--- config.mk ---
export PLATFORM = sky130hd
export DESIGN_NAME = shr_arb
export DESIGN_NICKNAME = d
export VERILOG_FILES = /design/src/rtl/shr_arb.sv
export SDC_FILE = /design/constraint.sdc
export NUM_CORES = 1
export LEC_CHECK = 0
export CAP_MARGIN = 20
export CELL_PAD_IN_SITES_DETAIL_PLACEMENT = 1
export CELL_PAD_IN_SITES_GLOBAL_PLACEMENT = 1
export CORE_ASPECT_RATIO = 0.7
export CORE_UTILIZATION = 37
export DETAILED_ROUTE_END_ITERATION = 8
export PLACE_DENSITY = 0.95
export SLEW_MARGIN = 20
export SYNTH_ARGS = -nofsm -noshare
export SYNTH_HDL_FRONTEND = slang
export SYNTH_SLANG_ARGS = --single-unit
--- constraint.sdc ---
create_clock -name clk -period 6.6 [get_ports clk]
set_input_delay 1.98 -clock clk [delete_from_list [all_inputs] [get_ports clk]]
set_output_delay 1.98 -clock clk [all_outputs]
set_load 0.02 [all_outputs]
--- src/rtl/shr_arb.sv ---
// shr_arb: two requesters share one right shifter through a round-robin arbiter.
// Each result is held in one output register stage. Define SHR_ARB_CNT_EN to add saturating grant counters.
module shr_arb #(
    parameter int DIN_W  = 16,
    parameter int CFG_W  = 5,
    parameter bit SIGNED = 1'b0
) (
    input  logic             clk,
    input  logic             rst,
    input  logic             din0_valid,
    output logic             din0_ready,
    input  logic [DIN_W-1:0] din0_data,
    input  logic             cfg0_valid,
    output logic             cfg0_ready,
    input  logic [CFG_W-1:0] cfg0_data,
    input  logic             din1_valid,
    output logic             din1_ready,
    input  logic [DIN_W-1:0] din1_data,
    input  logic             cfg1_valid,
    output logic             cfg1_ready,
    input  logic [CFG_W-1:0] cfg1_data,
    output logic             dout_valid,
    input  logic             dout_ready,
    output logic [DIN_W:0]   dout_data
`ifdef SHR_ARB_CNT_EN
    ,
    output logic [15:0]      gnt_cnt0,
    output logic [15:0]      gnt_cnt1
`endif
);

    logic             req0;
    logic             req1;
    logic             load;
    logic             grant;
    logic [DIN_W-1:0] win_data;
    logic [CFG_W-1:0] win_cfg;

    logic             dout_valid_q, dout_valid_d;
    logic [DIN_W:0]   dout_data_q, dout_data_d;
    logic             last_grant_q, last_grant_d;

    // Amounts at or beyond the data width saturate to the fill value.
    function automatic logic [DIN_W-1:0] shift_right(input logic [DIN_W-1:0] d,
                                                      input logic [CFG_W-1:0] amt);
        logic             fill;
        logic [DIN_W-1:0] res;
        fill = SIGNED ? d[DIN_W-1] : 1'b0;
        if (int'(amt) >= DIN_W) begin
            res = {DIN_W{fill}};
        end else if (SIGNED) begin
            res = $signed(d) >>> amt;
        end else begin
            res = d >> amt;
        end
        return res;
    endfunction

    always_comb begin
        req0 = din0_valid & cfg0_valid;
        req1 = din1_valid & cfg1_valid;
        load = (~dout_valid_q | dout_ready) & (req0 | req1) & ~rst;
        if (req0 & req1) begin
            grant = ~last_grant_q;
        end else begin
            grant = req1;
        end
        win_data = grant ? din1_data : din0_data;
        win_cfg  = grant ? cfg1_data : cfg0_data;

        dout_valid_d = dout_valid_q;
        dout_data_d  = dout_data_q;
        last_grant_d = last_grant_q;
        if (load) begin
            dout_valid_d = 1'b1;
            dout_data_d  = {grant, shift_right(win_data, win_cfg)};
            last_grant_d = grant;
        end else if (dout_ready) begin
            dout_valid_d = 1'b0;
        end
    end

    always_ff @(posedge clk or posedge rst) begin
        if (rst) begin
            dout_valid_q <= 1'b0;
            dout_data_q  <= '0;
            last_grant_q <= 1'b1;
        end else begin
            dout_valid_q <= dout_valid_d;
            dout_data_q  <= dout_data_d;
            last_grant_q <= last_grant_d;
        end
    end

    // Data and cfg of a requester are always consumed together.
    assign din0_ready = load & ~grant;
    assign cfg0_ready = load & ~grant;
    assign din1_ready = load & grant;
    assign cfg1_ready = load & grant;
    assign dout_valid = dout_valid_q;
    assign dout_data  = dout_data_q;

`ifdef SHR_ARB_CNT_EN
    logic [15:0] cnt0_q, cnt0_d;
    logic [15:0] cnt1_q, cnt1_d;

    always_comb begin
        cnt0_d = cnt0_q;
        cnt1_d = cnt1_q;
        if (load & ~grant & (cnt0_q != 16'hFFFF)) begin
            cnt0_d = cnt0_q + 16'd1;
        end
        if (load & grant & (cnt1_q != 16'hFFFF)) begin
            cnt1_d = cnt1_q + 16'd1;
        end
    end

    always_ff @(posedge clk or posedge rst) begin
        if (rst) begin
            cnt0_q <= '0;
            cnt1_q <= '0;
        end else begin
            cnt0_q <= cnt0_d;
            cnt1_q <= cnt1_d;
        end
    end

    assign gnt_cnt0 = cnt0_q;
    assign gnt_cnt1 = cnt1_q;
`endif

endmodule

; ---- Yosys cells after proc, flatten, opt, wreduce, memory -nomap -nowiden
; Index checks and enable logic that the tools add are counted.
[op_classes]
mux = 6
shifts = 1
n_reduce_logical = 1
order_cmp = 1
bitwise_logic = 13
[ops]
columns = operator, n
row1 = two-way mux 16 bit, 2
row2 = right shift 16 x 5 -> 16 bit, 1
row3 = AND 1 bit, 7
row4 = greater-or-equal comparator 5 bit (second input constant), 1
row5 = two-way mux 5 bit, 1
row6 = inverter 1 bit, 4
row7 = two-way mux 1 bit, 3
row8 = OR 1 bit, 2
row9 = nonzero test 2 bit, 1
[totals]
reg_bits = 19
word_cells = 25
in_bits = 49
output_inout_bits = 22

; ---- Depth between registers and ports, before layout
; Gate-level depths: netlist of the first run.
[logic_depth]
depth_word = 6
ltp_mapped = 7
mapped_depth_nobuf = 5

; ---- Least setup slack after synthesis of the first run
; Ideal clock, no wire load.
[synth_timing]
path_kind = input port to output port
start = input port dout_ready
end = output port din1_ready
required_time_ps = 4620
t_arrival_ps = 3168
path_slack_ps = 1452
n_path_buf = 2
path_stages = 5
path_cell_list = inv_1 > a211o_1 > clkbuf_1 > nor2_1 > buf_4
[synth_between]
elab_chain_len = 4
[synth_lines]
columns = item, line_no
row1 = from (decl), 23  ; input logic dout_ready,
row2 = OR 1 bit, 62  ; load = (~dout_valid_q | dout_ready) & (req0 | req1) & ~rst;
row3 = AND 1 bit (2 in series), 62
row4 = AND 1 bit, -
row5 = to (decl), 17  ; output logic din1_ready,
; Every way passes these cells.

; ---- Worst setup path after layout of the first run
[layout_timing]
start = input port din1_valid
end = output port din1_ready
[layout_between]
elab_chain_len = 5
word_cells_on_any_way = 7
cone_classes = 1 x mux / 6 x bitwise
[layout_lines]
columns = item, line_no
row1 = from (decl), 16  ; input logic din1_valid,
row2 = AND 1 bit *, 61  ; req1 = din1_valid & cfg1_valid;
row3 = OR 1 bit, 62
row4 = AND 1 bit (2 in series), 62
row5 = AND 1 bit *, 98  ; assign din1_ready = load & grant;
; Mark *: on every way between the ends. The rest lies on a longest branch, timed or not.

==> flow_metrics.tcl, run 1 <==
set metrics [dict create \
    status "complete, no violations" \
    async_flop_share 1.00 \
    drv_slew 0 \
    cts_hold_buf 0 \
    fp.dieH_um 65.3 \
    r2r-end "dout_data[3]" \
    track_usage 0.276 \
    die_x_um 92.4 \
    yosysTopAreaCell "dfrtp_1" \
    synthTopCellsByArea "dfrtp_1, mux2i_1, mux4_2" \
    vias_per_cell 6.54 \
    cts-htree-levels 1 \
    drt_wl_total_mm 7.99 \
    post-synth-top-area-fraction 0.213 \
    hold_viol_final 0 \
    hpwl_mm 6.23 \
    drive_gt1_frac 0.0986 \
    synth_edf_count 0 \
    reg2reg_depth 6 \
    rsz0062_at_grt "no" \
    wl_per_cell_um 22.4 \
    coreArea_um2 5370 \
    worst_ep_required_time_ps 4620 \
    rr_startpoint "last_grant_q" \
    fin_crit_sh 0.929 \
    ant_nets 0 \
    whs_endpoint "dout_data[16]" \
    powerDensity_nw_per_um2 152 \
    netlist_area_um2 2120 \
    grt_max_degree 24 \
    design_power_total_mw 0.437 \
    grt_pass1_vias 2412 \
    max_freq_mhz 163 \
    ys_ff_latch 19 \
    cts.sinks 19 \
    hp-start "dout_data[16]" \
    final_nets 334 \
    initial_core_util 0.395 \
    crit_type "primary input to primary output" \
    end_kind "primary output" \
    maxCapViolations 0 \
    hold_class "flip-flop to flip-flop" \
    root_buffer "clkbuf_8" \
    yosysSeqAreaShare 0.225 \
    fin_setup_tns_ps 0 \
    clock_path_buffers 2 \
    drtPass1Iterations 4 \
    drc_errors 0 \
    cp.arrival_ps 4150 \
    synth_ff_type "dfrtp_1" \
    dieArea_um2 6040 \
    synth.avg_cell_area_um2 9.50 \
    path_max_fanout 19 \
    numCtsBuffers 3 \
    cp-start-kind "primary input" \
    multi_input_area_um2 1490 \
    ys_types 61 \
    antenna_cells 0 \
    fp-row-count 22 \
    io_buffers 70 \
    whs_path_depth 1 \
    power.leakage_nw 1.13 \
    timing.slew.headroom 0.524 \
    drtIter0Drc 202 \
    clk_pin_slew_ps 70 \
    antenna_found_initial 0 \
    yosysWarnings 0 \
    fillers 606 \
    ir_worst_vdd_uv 79.1 \
    postCtsSetupBuffers 0 \
    ff_latch_area_um2 477 \
    fin_crit_ps 6130 \
    cts_tree "built" \
    reg2reg_slack_ps 4150 \
    skew_ps 5.66 \
    grt_pass1_wl_mm 12.7 \
    num_io_pins 71 \
    finalWeightedCongestion 0.965 \
    synth_cells 223 \
    tightestPinTransition_ps 714 \
    syn_nets 272 \
    post_cts_resized 0 \
    globalRouteOverflowTotal 0 \
    finalSetupViolations 0 \
    insertion_delay_ps 260 \
    area_growth_pct 35.4 \
    vias 2329 \
]
## kinds of logic after synthesis
logic type,Yosys count,share of synthesized area
AOI/OAI and AO/OA,80,0.297
and+or+nand+nor,63,0.158
muxes,36,0.250
buffers and inverters,25,0.0703
DFF,19,0.225
## how the worst max path moves through the flow
stage | from | to | cells after the start
floorplan | dout_ready | din1_ready | 5
global placement | din1_valid | cfg1_ready | 5
detailed placement | din1_valid | din1_ready | 5
CTS | din1_valid | din1_ready | 5
global route | din1_valid | cfg1_ready | 5
finish | din1_valid | din1_ready | 5
## Yosys cell counts (all sizes together), types with 6 or more instances
library cell / count
a221o: 6
a21oi: 7
mux4: 12
nor2: 8
inv: 6
o21ai: 16
dfrtp: 18
buf: 15
mux2i: 21
nand2: 19
## layer usage
layer  global-route usage  routed length, µm  vias up
li1                     -                  -     1043
met1                0.370               3530     1146
met2                0.435               3510      120
met3               0.0637                730       20
met4               0.0996                213        0
met5                    0                  0        -
## registers in the layout (all words and copies together) (netlist names)
| signal | count |
|---|---|
| dout_valid | 1 |
| last_grant_q | 1 |
| dout_data | 17 |
## report_power, final
part | internal (mW) | switching [mW] | total, mW
Combinational | 0.101 | 0.110 | 0.212
Clock | 0.0431 | 0.0414 | 0.0844
Sequential | 0.132 | 0.00921 | 0.141
## critical path, stage by stage
cell and delay, ps:
clkdlybuf4s50_1 490, and2_1 570, nand2_1 170, nor2_1 280
clkdlybuf4s50_1 660
## stage by stage
stage | worst slack [ps] | instances | area, µm² | util | hold WS, ps
final | 467 | 356 | 2870 | 0.534 | 480
after global routing | 360 | 356 | 2870 | 0.534 | 497
after CTS | 444 | 356 | 2870 | 0.535 | 485
after detailed placement | 457 | 352 | 2830 | 0.527 | 470
after global placement | 610 | 352 | 2830 | 0.527 | 464
after floorplan | 1450 | 223 | 2120 | - | 498
## layout make-up
type | count | share of cell area
clock buffer | 4 | 0.0157
multi-input combinational | 179 | 0.521
timing repair buffer | 76 | 0.258
tap | 72 | 0.0314
inverter | 6 | 0.00785
sequential | 19 | 0.166
## cell usage in the layout (no fill, tap or decap), types with 4 or more instances in the layout
cell type and instances:
inv_1 6, nor2_1 7, o211ai_1 5, a221o_1 5, clkdlybuf4s50_1 69, nand3_1 5
o22ai_1 4, nor3_1 4, mux2i_1 21, mux4_1 4, nor2b_1 4, a221oi_1 5
o21ai_0 14, a21oi_1 7, and3_1 4, buf_4 6, nand4_1 5, nand2_1 19
dfrtp_1 18, mux4_2 8
(Power assumes the default switching activity.)
==> run 2: changes to the inputs <==
--- a/config.mk
+++ b/config.mk
@@ -10,6 +10,7 @@
 export CELL_PAD_IN_SITES_GLOBAL_PLACEMENT = 1
 export CORE_ASPECT_RATIO = 0.7
 export CORE_UTILIZATION = 37
+export CTS_CLUSTER_DIAMETER = 50
 export DETAILED_ROUTE_END_ITERATION = 8
 export PLACE_DENSITY = 0.95
 export SLEW_MARGIN = 20
==> results of run 2 <==
The final DEF is identical to that of run 1; final timing and power are the same.
==> run 3: changes to the inputs <==
--- a/config.mk
+++ b/config.mk
@@ -5,6 +5,7 @@
 export SDC_FILE = /design/constraint.sdc
 export NUM_CORES = 1
 export LEC_CHECK = 0
+export ABC_CLOCK_PERIOD_IN_PS = 6600
 export CAP_MARGIN = 20
 export CELL_PAD_IN_SITES_DETAIL_PLACEMENT = 1
 export CELL_PAD_IN_SITES_GLOBAL_PLACEMENT = 1
==> results of run 3 <==
The final DEF is identical to that of run 1; final timing and power are the same.
